[src/rtl/quant_pkg.sv]
// quant_pkg: shared width defaults, FSM state type and accumulator-width helper
// for the quantizer family. No ports; imported by quant_err_sq and quant_err_accum.
package quant_pkg;

    localparam int QUANT_WIDTH = 32;

    typedef enum logic {
        ACCUM,
        RESULT
    } accum_state_t;

    // Wide enough to sum len full-precision squares of width-bit values without wrap.
    function automatic int acc_width(input int width, input int len);
        return 2 * width + $clog2(len);
    endfunction

endpackage

[src/rtl/quant_err_sq.sv]
// quant_err_sq: two-stage |y - y_hat| / square pipeline with valid passthrough.
// Ports:
//   clk, rst_n         clock, synchronous active-low reset
//   in_valid           accepted sample pair strobe (already qualified by ready)
//   y, y_hat           unquantized sample and quantizer output
//   out_valid          stage-2 valid
//   err                stage-2 absolute error
//   neg                stage-2 flag: y_hat > y
//   sq                 stage-2 full-precision err*err
module quant_err_sq
    import quant_pkg::*;
#(
    parameter int WIDTH = QUANT_WIDTH
) (
    input  logic                 clk,
    input  logic                 rst_n,
    input  logic                 in_valid,
    input  logic [WIDTH-1:0]     y,
    input  logic [WIDTH-1:0]     y_hat,
    output logic                 out_valid,
    output logic [WIDTH-1:0]     err,
    output logic                 neg,
    output logic [2*WIDTH-1:0]   sq
);

    logic [WIDTH-1:0] err1;
    logic             neg1;
    logic             valid1;

    always_ff @(posedge clk) begin
        if (!rst_n) begin
            valid1    <= 1'b0;
            err1      <= '0;
            neg1      <= 1'b0;
            out_valid <= 1'b0;
            err       <= '0;
            neg       <= 1'b0;
            sq        <= '0;
        end else begin
            valid1    <= in_valid;
            if (in_valid) begin
                err1 <= (y >= y_hat) ? y - y_hat : y_hat - y;
                neg1 <= y_hat > y;
            end
            out_valid <= valid1;
            if (valid1) begin
                err <= err1;
                neg <= neg1;
                sq  <= (2*WIDTH)'(err1) * (2*WIDTH)'(err1);
            end
        end
    end

endmodule

[src/rtl/quant_err_accum.sv]
// quant_err_accum: per-block sum of squared error, peak |error| and sign-violation flag.
// Ports:
//   clk, rst_n          clock, synchronous active-low reset
//   in_valid, in_ready  sample pair handshake
//   y, y_hat            unquantized sample and quantizer output
//   out_valid, out_ready block result handshake (held until accepted)
//   sse                 sum of squared errors over the block
//   max_err             peak |y - y_hat| over the block
//   neg_seen            at least one sample had y_hat > y
module quant_err_accum
    import quant_pkg::*;
#(
    parameter int WIDTH     = QUANT_WIDTH,
    parameter int BLOCK_LEN = 256,
    parameter int CNT_W     = $clog2(BLOCK_LEN) + 1,
    parameter int ACC_W     = acc_width(WIDTH, BLOCK_LEN)
) (
    input  logic               clk,
    input  logic               rst_n,
    input  logic               in_valid,
    output logic               in_ready,
    input  logic [WIDTH-1:0]   y,
    input  logic [WIDTH-1:0]   y_hat,
    output logic               out_valid,
    input  logic               out_ready,
    output logic [ACC_W-1:0]   sse,
    output logic [WIDTH-1:0]   max_err,
    output logic               neg_seen
);

    localparam logic [CNT_W-1:0] LEN = CNT_W'(BLOCK_LEN);

    accum_state_t        state, state_nx;
    logic [CNT_W-1:0]    in_cnt, done_cnt;
    logic [ACC_W-1:0]    acc;
    logic [WIDTH-1:0]    max_r;
    logic                neg_r;
    logic                take;
    logic                s2_valid;
    logic [WIDTH-1:0]    s2_err;
    logic                s2_neg;
    logic [2*WIDTH-1:0]  s2_sq;

    assign take = in_valid & in_ready;

    quant_err_sq #(.WIDTH(WIDTH)) u_sq (
        .clk       (clk),
        .rst_n     (rst_n),
        .in_valid  (take),
        .y         (y),
        .y_hat     (y_hat),
        .out_valid (s2_valid),
        .err       (s2_err),
        .neg       (s2_neg),
        .sq        (s2_sq)
    );

    always_ff @(posedge clk) begin
        if (!rst_n) state <= ACCUM;
        else        state <= state_nx;
    end

    // Intake closes after BLOCK_LEN pairs so the next block never enters the
    // pipeline while the current result is still pending.
    always_comb begin
        state_nx  = state;
        in_ready  = 1'b0;
        out_valid = 1'b0;
        case (state)
            ACCUM: begin
                in_ready = in_cnt < LEN;
                if (s2_valid && done_cnt == LEN - 1'b1) state_nx = RESULT;
            end
            RESULT: begin
                out_valid = 1'b1;
                if (out_ready) state_nx = ACCUM;
            end
            default: state_nx = ACCUM;
        endcase
    end

    always_ff @(posedge clk) begin
        if (!rst_n || (out_valid && out_ready)) begin
            acc      <= '0;
            max_r    <= '0;
            neg_r    <= 1'b0;
            in_cnt   <= '0;
            done_cnt <= '0;
        end else begin
            if (take) in_cnt <= in_cnt + 1'b1;
            if (s2_valid) begin
                acc      <= acc + ACC_W'(s2_sq);
                max_r    <= (s2_err > max_r) ? s2_err : max_r;
                neg_r    <= neg_r | s2_neg;
                done_cnt <= done_cnt + 1'b1;
            end
        end
    end

    assign sse      = acc;
    assign max_err  = max_r;
    assign neg_seen = neg_r;

endmodule

[config.mk]
export PLATFORM = sky130hd
export DESIGN_NAME = quant_err_accum
export DESIGN_NICKNAME = d
export VERILOG_FILES = /design/src/rtl/quant_pkg.sv /design/src/rtl/quant_err_sq.sv /design/src/rtl/quant_err_accum.sv
export SDC_FILE = /design/constraint.sdc
export NUM_CORES = 2
export LEC_CHECK = 0
export ABC_AREA = 1
export CORE_MARGIN = 2
export CORE_UTILIZATION = 45
export CTS_CLUSTER_SIZE = 28
export DETAILED_ROUTE_END_ITERATION = 7
export GPL_TIMING_DRIVEN = 0
export PLACE_DENSITY = 0.66
export SYNTH_ARGS = -nofsm -noshare
export SYNTH_HDL_FRONTEND = slang
export SYNTH_SLANG_ARGS = --single-unit
[constraint.sdc]
create_clock -name clk -period 8.3 [get_ports clk]
set_input_delay 0.83 -clock clk [delete_from_list [all_inputs] [get_ports clk]]
set_output_delay 0.83 -clock clk [all_outputs]
set_load 0.05 [all_outputs]
# Yosys cells after proc, flatten, opt, wreduce, memory -nomap -nowiden
# Index checks and enable logic that the tools add are counted.
[totals]
ff_bits = 256
in_bits = 68
[classes]
n_addsub = 5
mul = 1
n_lt_le_gt_ge = 4
eq_ne = 1
n_mux = 6
bitwise = 3
reduce_logical = 5
[ops]
columns = ["op", "n"]
rows = [
  ["$add A72 B64 Y72", 1],
  ["$gt A32 B32 Y1", 2],
  ["$mul A32 B32 Y64", 1],
  ["$sub A32 B32 Y32", 2],
  ["$ge A32 B32 Y1", 1],
  ["$mux W32", 1],
  ["$add A9 B1 Y9 const B", 2],
  ["$eq A9 B8 Y1 const B", 1],
  ["$lt A9 B9 Y1 const B", 1],
  ["$mux W1", 4],
  ["$logic_and A1 B1 Y1", 2],
  ["$pmux W1 S2", 1],
  ["$reduce_and A2 Y1", 1],
  ["$and A1 B1 Y1", 1],
  ["$logic_not A1 Y1", 1],
  ["$logic_or A1 B1 Y1", 1],
  ["$not A1 Y1", 1],
  ["$or A1 B1 Y1", 1],
]

# Longest topological paths before layout
[logic_depth]
depth_word = 4
depth_mapped = 35
ltp_nobuf = 33

# By module
# From an unflattened synthesis, not the netlist that was laid out.
[unflattened]
cells_unflattened = 7789
area_unflattened_um2 = 53153.5
[by_module_without_submodules]
columns = ["mod", "n_inst", "cells_per_inst", "area_each_um2", "seq_area_each_um2"]
rows = [
  ["quant_err_sq", 1, 5711, 41283.3, 2602.5],
  ["quant_err_accum", 1, 2078, 11870.1, 2482.4],
]

# Worst setup path before layout
# OpenSTA, ideal clock, no wires.
[synth_path]
path_kind = "register to register"
start = "register u_sq.err1[14]"
end = "register u_sq.sq[34]"
setup_time_ns = 0.115
arrival_ns = 6.716
path_slack_ns = 1.469
stages_incl_launch_ff = 31
n_path_buf = 2
synth_period_minus_slack_ns = 6.831
cell_sequence = "dfxtp_1 > clkbuf_1 > clkbuf_1 > nand2_1 > fa_1 > inv_1 > fa_1 > inv_1 > fa_1 > fa_1 > inv_1 > fa_1 > inv_1 > fa_1 > inv_1 > fa_1 > inv_1 > fa_1 > inv_1 > ha_1 > nand2_1 > nor2_1 > nand2_1 > nor2_1 > nand2_1 > nand3_1 > nand2_1 > nand3_1 > nand2_1 > o21ai_0 > inv_1"
[synth_between]
elab_chain_cells = 1
[synth_lines]
columns = ["element", "line", "rtl"]
rows = [
  ["start, declared", "quant_err_sq.sv:26", "logic [WIDTH-1:0] err1;"],
  ["start signal, assigned", "quant_err_sq.sv:42", "err1 <= (y >= y_hat) ? y - y_hat : y_hat - y;"],
  ["$mul A32 B32 Y64", "quant_err_sq.sv:49", "sq <= (2*WIDTH)'(err1) * (2*WIDTH)'(err1);"],
  ["end signal, assigned", "quant_err_sq.sv:49", ""],
  ["end, declared", "quant_err_sq.sv:23", "output logic [2*WIDTH-1:0] sq"],
]
# No other way between the ends.
# A chain may end at the register's enable or synchronous reset.

# Worst setup path in the final report
[layout_path]
start = "register u_sq.err1[22]"
end = "register u_sq.sq[58]"
# Same word-level chain as after synthesis.

==> impl_metrics.toml <==
[timing]
slew_headroom_pct = 14.5
rsz0062_at_grt = "no"
clock.fmax_mhz = 122
clock_skew_ns = 0.0371
timing.final.ws_setup_ns = 0.103
fin_tns_setup_ns = 0
finalHoldViolations = 0
whs_ns = 0.466
worst_pin_slew_ns = 1.28
setup_viol = 0
period_minus_slack_ns = 8.20
fin_crit_sh_pct = 98.8
drv_slew = 0

[worst_setup_path]
cpMostUsedCell = "fa_1"
cpPeakStageDelay_ns = 0.59
cp.required_ns = 8.81
cp-start-kind = "register"
cp_data_arrival_time_ns = 8.71
crit_path_top_delay_cell = "fa_1"
cp_max_fo = 10
cp_num_buf_inv = 6
worstSetupPathType = "register to register"
end_kind = "register"
critPathTopFamily = "adder cells"

[power]
p_per_area_nw_per_um2 = 249
ir_drop_mv = 0.413
p_leak_nw = 34.0

[synth]
synth-seq-area-share_pct = 9.72
syn_nets = 8977
synth.top_cell.area_share_pct = 30.4
synth_area_um2 = 52300
ys.flop_type = "dfxtp_1"
synth.top_cells.by_area = "fa_1 (30%), inv_1 (15%), nand2_1 (15%)"
async_flop_share_pct = 0
synth_cells = 7651
yosysTopAreaCell = "fa_1"
synth-seq-cells = 254
synth_edf_count = 0
synthDistinctLibCells = 46
syn_area_per_cell_um2 = 6.84
synth_warnings = 0

[floorplanning]
initial_core_util_pct = 45.2
dieWidth_um = 345
die_h_um = 345
core-area_um2 = 116000
dieArea_um2 = 119000
num_io_pins = 175
rows = 125

[finish]
syn2layout_area_growth_pct = 9.32
fin_nets = 9180
final_cell_area_um2 = 57200
final_cell_mix = "inv_1 (2086), nand2_1 (2035), fa_1 (794), nor2_1 (598), ha_1 (464)"
drive_above_1_share_pct = 2.79
layout_commonest_cell = "inv_1"
fillers = 11961
fin_cells = 9403

[global_routing]
grt_pass1_wl_um = 296000
grt_remaining_overflow = 0
grt_use_total_pct = 34.0
grt_antenna_before_repair = 3
grt_max_degree = 17
first_global_vias = 47811

[clocking]
clkSinkCount = 254
cts_root_buf = "clkbuf_16"
insertion_delay_ns = 0.64
postCtsHoldBufs = 0
clockBufferDepth = 3
cts-buffers-inserted = 30
post_cts_buffers = 0
htree_levels = 1
cts_tree = "done"
clk_pin_slew_ns = 0.06

[placement]
placed_area_um2 = 56000
placedCellCount = 9348
port_buffers = 173
dp_hpwl_um = 172000
place.gp.congestion = 1.01
pre_cts_ws_ns = -1.36

[flow_run]
maxCapViolCount = 0

[route]
ant_nets = 0
first_iter_violations = 4261
routed_wl_um = 201000
vias = 48750
avgViaCountPerCell = 5.18
firstDrtPassIters = 8
routedWlPerCell_um = 21.4
drc_errors = 0

[run_status]
status = "finished, final reports clean"

[hold_path]
min_path_type = "register to register"
-- synth_stat cells (46+ instances only) --
| master | count |
|---|---|
| inv_1 | 2086 |
| nand2_1 | 2035 |
| fa_1 | 794 |
| nor2_1 | 598 |
| ha_1 | 464 |
| a21oi_1 | 338 |
| nand3_1 | 321 |
| dfxtp_1 | 254 |
| o21ai_0 | 186 |
| clkbuf_1 | 148 |
| xor2_1 | 104 |
| o21bai_1 | 46 |
-- through the flow --
step                power [W]  util, %
detailed placement     0.0125     48.3
global placement       0.0125     48.3
floorplan             0.00852        -
finish                 0.0142     49.4
CTS                    0.0142     49.4
global route           0.0153     49.4
-- repair_timing --
action / CTS / global route
pin swaps: 0 / 0
setup endpoints to repair: 50 / 41
gates resized for setup: 55 / 113
-- cell families (layout without fill, tap and decap cells) --
group	Yosys count	in the layout	share of synthesized area [%]
and+or+nand+nor	3084	3084	23.5
DFF	254	254	9.72
AOI/OAI and AO/OA	612	612	6.26
adders and majority gates	1258	1258	41.5
buffers and inverters	2306	2533	16.7
xor gates and xnor gates	137	137	2.29
other	0	1	0
-- sequential cells by signal, indices dropped and copies added, names as in the netlist --
signal,cells
u_sq.sq,63
in_cnt,9
max_err,32
neg_seen,1
u_sq.neg,1
u_sq.valid1,1
done_cnt,9
u_sq.err1,32
state,1
u_sq.out_valid,1
u_sq.err,31
sse,72
u_sq.neg1,1
-- tightest hold or removal path, delay by kind of cell (launching register included) --
kind | cells | cell delay [ns]
DFF | 1 | 0.32
buffers and inverters | 1 | 0.05
AOI/OAI and AO/OA | 1 | 0.05
-- power breakdown --
part / total, W / switching [W] / internal (W)
Combinational: 0.0112 / 0.00748 / 0.00371
Clock: 0.00151 / 0.000646 / 0.000860
Sequential: 0.00155 / 0.000198 / 0.00135
-- final cells by class --
cell class / instances / area, um2 / area share, %
Tap cell: 1524 / 1910 / 3.33
Timing Repair Buffer: 173 / 1730 / 3.03
Inverter: 2093 / 7860 / 13.7
Antenna cell: 1 / 2.50 / 0.00438
Buffer: 211 / 1020 / 1.79
Clock inverter: 17 / 240 / 0.420
Multi-Input combinational cell: 5091 / 38500 / 67.3
Sequential cell: 254 / 5100 / 8.91
Clock buffer: 39 / 855 / 1.49
-- path summary, 6_finish.rpt --
check / cells past startpoint / slack (ns) / end / startpoint
worst min register to register: 2 / 0.47 / in_cnt[6]$_SDFFE_PP0P_ / in_cnt[6]$_SDFFE_PP0P_
worst max register to register: 26 / 0.10 / u_sq.sq[58]$_SDFFE_PN0P_ / u_sq.err1[22]$_SDFFE_PN0P_
worst min-delay path: 2 / 0.47 / in_cnt[6]$_SDFFE_PP0P_ / in_cnt[6]$_SDFFE_PP0P_
worst max-delay path: 26 / 0.10 / u_sq.sq[58]$_SDFFE_PN0P_ / u_sq.err1[22]$_SDFFE_PN0P_
-- layer usage --
metal	GRT usage, %	vias up	wire [um]
met3	6.94	466	19200
met2	54.3	2098	89900
met4	13.6	2	10200
met5	0	-	13
met1	45.0	23419	82000
li1	-	22765	-
Note: power is estimated with default switching activity, not from simulation.
